$ cat src/rtl/tmds_channel_decoder_if.sv
// tmds_channel_decoder_if: deserialized TMDS word in, decoded video/control and alignment status out
interface tmds_channel_decoder_if;
   logic [9:0] raw_word;
   logic [7:0] data;
   logic [1:0] ctrl;
   logic       active;
   logic       locked;
   logic [3:0] offset;
   modport master (output raw_word, input data, ctrl, active, locked, offset);
   modport slave  (input raw_word, output data, ctrl, active, locked, offset);
endinterface

$ cat src/rtl/tmds_channel_decoder.sv
// tmds_channel_decoder: word-aligns a TMDS channel on control tokens and decodes pixel/control words
module tmds_channel_decoder #(
   parameter int LOCK_RUN   = 16,
   parameter int MISS_LIMIT = 1024
) (
   input logic pclk,
   input logic reset,
   tmds_channel_decoder_if.slave bus
);
   localparam logic [9:0] TOK00 = 10'b1101010100;
   localparam logic [9:0] TOK01 = 10'b0010101011;
   localparam logic [9:0] TOK10 = 10'b0101010100;
   localparam logic [9:0] TOK11 = 10'b1010101011;
   typedef enum logic {SEARCH, LOCKED} state_t;
   state_t      state;
   logic [9:0]  prev_q, win_q, window;
   logic [19:0] cat;
   logic [4:0]  run;
   logic [10:0] miss;
   logic        is_tok, run_hit, miss_hit;
   logic [1:0]  tok_val;
   logic [7:0]  b, dec;
   logic [3:0]  next_off;
   // window extraction, token classification and pixel decode of the stage-1 word
   always_comb begin
      cat      = {bus.raw_word, prev_q};
      window   = 10'(cat >> bus.offset);
      is_tok   = win_q inside {TOK00, TOK01, TOK10, TOK11};
      tok_val  = (win_q == TOK01) ? 2'b01 : (win_q == TOK10) ? 2'b10 : (win_q == TOK11) ? 2'b11 : 2'b00;
      b        = win_q[9] ? ~win_q[7:0] : win_q[7:0];
      dec      = '0;
      dec[0]   = b[0];
      for (int i = 1; i < 8; i++) dec[i] = win_q[8] ? b[i] ^ b[i-1] : ~(b[i] ^ b[i-1]);
      run_hit  = int'(run) + 1 == LOCK_RUN;
      miss_hit = int'(miss) + 1 == MISS_LIMIT;
      next_off = (bus.offset == 4'd9) ? 4'd0 : bus.offset + 4'd1;
   end
   // pipeline registers, search/lock state machine and registered outputs
   always_ff @(posedge pclk or posedge reset) begin
      if (reset) begin
         state      <= SEARCH;
         prev_q     <= '0;
         win_q      <= '0;
         run        <= '0;
         miss       <= '0;
         bus.data   <= '0;
         bus.ctrl   <= '0;
         bus.active <= 1'b0;
         bus.locked <= 1'b0;
         bus.offset <= '0;
      end else begin
         prev_q     <= bus.raw_word;
         win_q      <= window;
         bus.data   <= '0;
         bus.ctrl   <= '0;
         bus.active <= 1'b0;
         if (state == SEARCH) begin
            if (is_tok) begin
               miss <= '0;
               run  <= run_hit ? '0 : (&run ? run : run + 5'd1);
               if (run_hit) begin
                  state      <= LOCKED;
                  bus.locked <= 1'b1;
               end
            end else begin
               run  <= '0;
               miss <= miss_hit ? '0 : miss + 11'd1;
               if (miss_hit) bus.offset <= next_off;
            end
         end else if (is_tok) begin
            miss     <= '0;
            bus.ctrl <= tok_val;
         end else if (miss_hit) begin
            state      <= SEARCH;
            bus.locked <= 1'b0;
            bus.offset <= next_off;
            run        <= '0;
            miss       <= '0;
         end else begin
            miss       <= miss + 11'd1;
            bus.active <= 1'b1;
            bus.data   <= dec;
         end
      end
   end
endmodule

$ cat src/flat_wrapper.sv
// flat-port wrapper written by rule: the top's interface ports become plain ports
module tmds_channel_decoder_flat 
#(
   parameter int LOCK_RUN   = 16,
   parameter int MISS_LIMIT = 1024
)
  (pclk, reset, bus_raw_word, bus_data, bus_ctrl, bus_active, bus_locked, bus_offset);
  tmds_channel_decoder_if bus_i ();
  input logic pclk;
  input logic reset;
  input wire logic [$bits(bus_i.raw_word)-1:0] bus_raw_word;
  output wire logic [$bits(bus_i.data)-1:0] bus_data;
  output wire logic [$bits(bus_i.ctrl)-1:0] bus_ctrl;
  output wire logic [$bits(bus_i.active)-1:0] bus_active;
  output wire logic [$bits(bus_i.locked)-1:0] bus_locked;
  output wire logic [$bits(bus_i.offset)-1:0] bus_offset;
  assign bus_i.raw_word = bus_raw_word;
  assign bus_data = bus_i.data;
  assign bus_ctrl = bus_i.ctrl;
  assign bus_active = bus_i.active;
  assign bus_locked = bus_i.locked;
  assign bus_offset = bus_i.offset;
  tmds_channel_decoder #(.LOCK_RUN(LOCK_RUN), .MISS_LIMIT(MISS_LIMIT)) u_core (.pclk(pclk), .reset(reset), .bus(bus_i));
endmodule
$ cat config.mk
export PLATFORM = sky130hd
export DESIGN_NAME = tmds_channel_decoder_flat
export DESIGN_NICKNAME = d
export VERILOG_FILES = /design/src/rtl/tmds_channel_decoder_if.sv /design/src/rtl/tmds_channel_decoder.sv /design/src/flat_wrapper.sv
export SDC_FILE = /design/constraint.sdc
export NUM_CORES = 1
export LEC_CHECK = 0
export CAP_MARGIN = 20
export CORE_MARGIN = 10
export CORE_UTILIZATION = 50
export DETAILED_ROUTE_END_ITERATION = 10
export DONT_BUFFER_PORTS = 1
export PLACE_DENSITY = 0.68
export SYNTH_ARGS = -nofsm -noshare
export SYNTH_HDL_FRONTEND = slang
export SYNTH_SLANG_ARGS = --single-unit
$ cat constraint.sdc
create_clock -name pclk -period 2.5 [get_ports pclk]
set_clock_uncertainty 0.2 [all_clocks]
set_input_delay 0.375 -clock pclk [delete_from_list [all_inputs] [get_ports pclk]]
set_output_delay 0.375 -clock pclk [all_outputs]
set_load 0.02 [all_outputs]
Yosys cells after proc, flatten, opt, wreduce, memory -nomap -nowiden
Cells that the tools add are included.
{ "word_totals": {"input_bits": 12, "regBits": 53, "elab_cells": 87} }
{ "classes": {"shifts": 1, "reduce_logical": 8, "muxes": 37, "add_sub_neg": 5, "eq_ne": 10, "bitwise": 16} }
{ "ops": {"columns": ["op", "n"], "rows": [
  ["$eq A32 B12 Y1 const B", 1],
  ["$eq A32 B6 Y1 const B", 1],
  ["$mux W8", 4],
  ["$mux W5", 6],
  ["$mux W11", 2],
  ["$eq A10 B10 Y1 const B", 2],
  ["$shr A20 B4 Y10", 1],
  ["$mux W1", 19],
  ["$add A11 B1 Y12 const B", 1],
  ["$add A11 B1 Y11 const B", 1],
  ["$eq A10 B8 Y1 const B", 1],
  ["$eq A10 B9 Y1 const B", 1],
  ["$mux W2", 5],
  ["$not A1 Y1", 8],
  ["$not A8 Y8", 1],
  ["$xor A1 B1 Y1", 7],
  ["$add A5 B1 Y6 const B", 1],
  ["$reduce_bool A2 Y1", 3],
  ["$add A5 B1 Y5 const B", 1],
  ["$reduce_and A5 Y1", 1],
  ["$add A4 B1 Y4 const B", 1],
  ["$eq A4 B4 Y1 const B", 1],
  ["$mux W4", 1],
  ["$ne A2 B2 Y1 const B", 2],
  ["other kinds (5)", 5]
]} }

Longest topological paths before layout
{ "logic_depth": {"ltp_word": 8, "ltp_mapped": 9, "depth_no_buf": 8} }

Worst setup path before layout
OpenSTA, ideal clock, no wires.
{ "synth_path": {"path_type": "register to register", "startpoint": "register u_core.miss[0]", "endpoint": "register u_core.bus.offset[3]", "path_stages_with_launch": 9, "t_required_ns": 2.224, "setup_ns": 0.076, "arrival_time_ns": 2.272, "setup_slack_ns": -0.049, "synth_period_minus_slack_ns": 2.549, "n_path_buf": 1, "cell_sequence": "dfrtp_1 > ha_1 > xnor2_1 > o32a_1 > o32a_1 > or4_1 > clkbuf_1 > o41a_1 > o21ai_1"} }
{ "synth_via": {"elab_chain_cells": 3} }
{ "synth_rtl": {"columns": ["element", "line_no", "rtl"], "rows": [
  ["start: declaration", "tmds_channel_decoder.sv:19", "logic [10:0] miss;"],
  ["start signal: assignment", "tmds_channel_decoder.sv:67", "miss <= miss_hit ? '0 : miss + 11'd1;"],
  ["start signal: assignment", "tmds_channel_decoder.sv:80", "miss <= miss + 11'd1;"],
  ["$add A11 B1 Y12", "tmds_channel_decoder.sv:35", "miss_hit = int'(miss) + 1 == MISS_LIMIT;"],
  ["$eq A32 B12 Y1", "tmds_channel_decoder.sv:35", null],
  ["$reduce_and A2 Y1 (no line)", null, null],
  ["end signal: assignment", "tmds_channel_decoder.sv:68", "if (miss_hit) bus.offset <= next_off;"],
  ["end signal: assignment", "tmds_channel_decoder.sv:76", "bus.offset <= next_off;"],
  ["end: declaration", "tmds_channel_decoder_if.sv:10", "modport slave (input raw_word, output data, ctrl, active, locked, offset);"]
]} }
Every way passes these cells.
A chain may end at the register's enable or synchronous reset.

Final worst setup path
Same ends and word-level chain as after synthesis.

==> impl_results.md <==
- CTS sink cnt: 53
- Crit path kind: reg -> reg
- Worst slew pin tran: 682 ps
- GPL Wtd Cong: 0.838
- Antenna-violating nets left: 0
- Worst Hold End: u_core.win_q[7]
- Critical Path RT: 2550 ps
- R2R Setup Slk: 5 ps
- Most area-hungry cell type in the Yosys netlist: dfrtp_1
- Avg Cell Area, Syn: 10.2 µm²
- Worst Hold Depth: 2
- FF+latch area: 1330 µm²
- Fin. Hold Viols: 0
- Num rows: 28
- Status: finished, final reports clean
- Fillers: 491
- Hold Crit Class: in -> reg
- Most frequent cells after synthesis: 53 x dfrtp_1, 38 x nor2_1, 20 x xnor2_1, 17 x nand2_1, 15 x inv_1
- Grt total ovfl: 0
- DRC: 0
- Count leader, synth: dfrtp_1
- Hold_sp: bus_raw_word[9]
- Die Span X: 97.2 µm
- Syn Nets: 314
- R2r startpoint: u_core.miss[0]
- Top_reg_cell synth: dfrtp_1
- Critical path peak fanout: 6
- Setup crit end kind: register
- Crit path launch type: register
- Synth Cell Area: 2980 µm²
- Fin crit period: 2490 ps
- I/O Pins: 28
- Detailed placement HPWL: 4.47 mm
- Diode count: 0
- Critical path arrival: 2550 ps
- Port Buffers: 0
- Clk Latency, worst-skew pair: 320 ps
- WL per Instance: 15.7 µm
- Finish-stage setup viols: 0
- Synth top area cells: dfrtp_1 45%, mux4_2 7.6%, xnor2_1 5.9%, nor2_1 4.8%, ha_1 4.6%
- Fin crit share: 99.8%
- Die H: 97.2 µm
- Initial antenna violation count: 0
- Initial Util: 50.9%
- GRT Util Overall: 13.5%
- Area Overhead vs Synth: 15.2%
- DR iter-0 viols: 97
- Util after Layout: 58.7%
- Worst hold margin: 162 ps
- PwrDens: 620 nW/µm²
- H-tree lvl count: 2
- CTS tree: built
- Core area: 5850 µm²
- Area of the multi-input gates: 1550 µm²
- Sequential area share after synthesis: 44.5%
- Design Power: 2.13 mW
- Slew HR: 54.5%
- Via density: 5.58
- Reg-to-reg endpoint: u_core.bus.offset[3]
- Number of flops mapped to enable cells by yosys: 0
- Largest net degree at the start of global routing: 40
- Max Cap Viol: 0
- Ys async rst share: 100%
- Drt total wl: 6.10 mm
- First-pass GRT wire length: 10.9 mm
- Max Clk Rate: 401 MHz
- Synth cell types: 46
- Total Nets Final: 335
- Clock Path Buffers: 2
- Die area: 9450 µm²
- Worst Reg2Reg Path Length in Cells: 7
- Clock transition at the registers of the reported paths: 100 ps
- Num CTS Buffers: 5
- First-pass detailed-route iteration total: 4
- Post-Syn Instances: 291
- RSZ-0062 raised after global routing: yes
- Leakage power: 1.49 nW
- Peak supply drop: 397 µV
- Slew Limit Fails: 0
- Share of the synthesized area in the top cell type: 44.5%
- Vias in the first global route: 2,281
- CTS root buf: clkbuf_8
- Synth Register Bits: 53
- Synth warn: 0
- Via Count: 2,166
- Ratio of cells with drive above 1 in the final layout: 17.3%
[logic make-up (layout without fill, tap and decap cells)]
kind of cell	count (synthesis)	after routing	synth area share, %
compound gates	47	47	10.5
xor+xnor	25	25	7.35
fa+ha+maj	11	11	4.62
buf+inv	32	54	4.20
flops	53	53	44.5
mux	26	26	13.2
simple gates	97	97	15.6
[power by group]
part | internal (mW) | switching (mW) | total [mW] | leakage, nW
Clock | 0.301 | 0.288 | 0.589 | 0.0554
Sequential | 0.931 | 0.0915 | 1.02 | 0.677
Combinational | 0.278 | 0.238 | 0.516 | 0.761
[registers in the layout, indices dropped and copies added, names as in the netlist, 2 cells and up]
name / count
u_core.bus.data: 8
u_core.bus.offset: 4
u_core.bus.ctrl: 2
u_core.prev_q: 10
u_core.win_q: 10
u_core.run: 5
u_core.miss: 11
[worst max-delay path, cell delays in order, from the launching register on]
cell and delay, ps:
dfrtp_2 470, ha_4 190, xnor2_1 120, o32a_1 290
o32a_1 200, or4_4 460, o41a_1 390, o21ai_1 110
[through the flow]
| step | setup slack [ps] | cells | TNS, ps | instance area [µm²] |
|---|---|---|---|---|
| 2_1_floorplan | 11.6 | 291 | 0 | 2980 |
| 6_report | 5.34 | 388 | 0 | 3430 |
| 3_3_place_gp | -12.4 | 368 | -12.4 | 3170 |
| 5_1_grt | -89.9 | 388 | -157 | 3430 |
| 4_1_cts | 8.05 | 388 | 0 | 3420 |
| 3_5_place_dp | -110 | 368 | -652 | 3170 |
[placed cells by master, fill, tap and decap left out, types with 6 or more instances in the layout]
cell and n:
o21ai_0 6, xnor2_1 20, and3_1 7, ha_1 10
nand2_1 17, nor2_1 38, nand3_1 11, a21oi_1 14
mux2i_1 10, mux2_2 6, mux4_2 10, buf_4 15
inv_1 14, dfrtp_1 51, dlygate4sd3_1 11
[layer usage]
metal  up-vias  global-route usage (%)  wire length [µm]
li1       1064                       -                 -
met1      1039                    17.3              2840
met2        55                    20.4              2670
met3         8                    4.48               461
met4         0                    5.68               130
met5         -                       0                 0
[area by class of cell]
cell class,count,area share (%)
tap,75,2.73
timing repair buffer,30,8.31
sequential,53,38.7
multi-input combinational,206,45.2
inverter,16,1.75
clock buffer,6,2.11
clock inverter,2,1.13
[timing repair]
action | in CTS | in global routing
gates resized for setup | 5 | 4
endpoints found under the setup margin | 11 | 14
pin swaps | 0 | 0
hold buffers | 11 | 0
setup buffers | 1 | 0
endpoints found under the hold margin | 24 | 0
[worst max-delay path by stage]
| stage | startpoint | endpoint | slack (ps) | cells past startpoint |
|---|---|---|---|---|
| final | u_core.miss[0] | u_core.bus.offset[3] | 5 | 7 |
| after global routing | u_core.miss[0] | u_core.bus.offset[3] | -90 | 7 |
| after CTS | u_core.miss[0] | u_core.bus.offset[3] | 8 | 7 |
| after detailed placement | u_core.miss[0] | u_core.bus.offset[3] | -110 | 7 |
| after global placement | u_core.miss[0] | u_core.bus.offset[3] | -10 | 7 |
| after floorplan | u_core.miss[0] | u_core.bus.offset[3] | 10 | 8 |
Note: power is estimated with default switching activity, not from simulation.
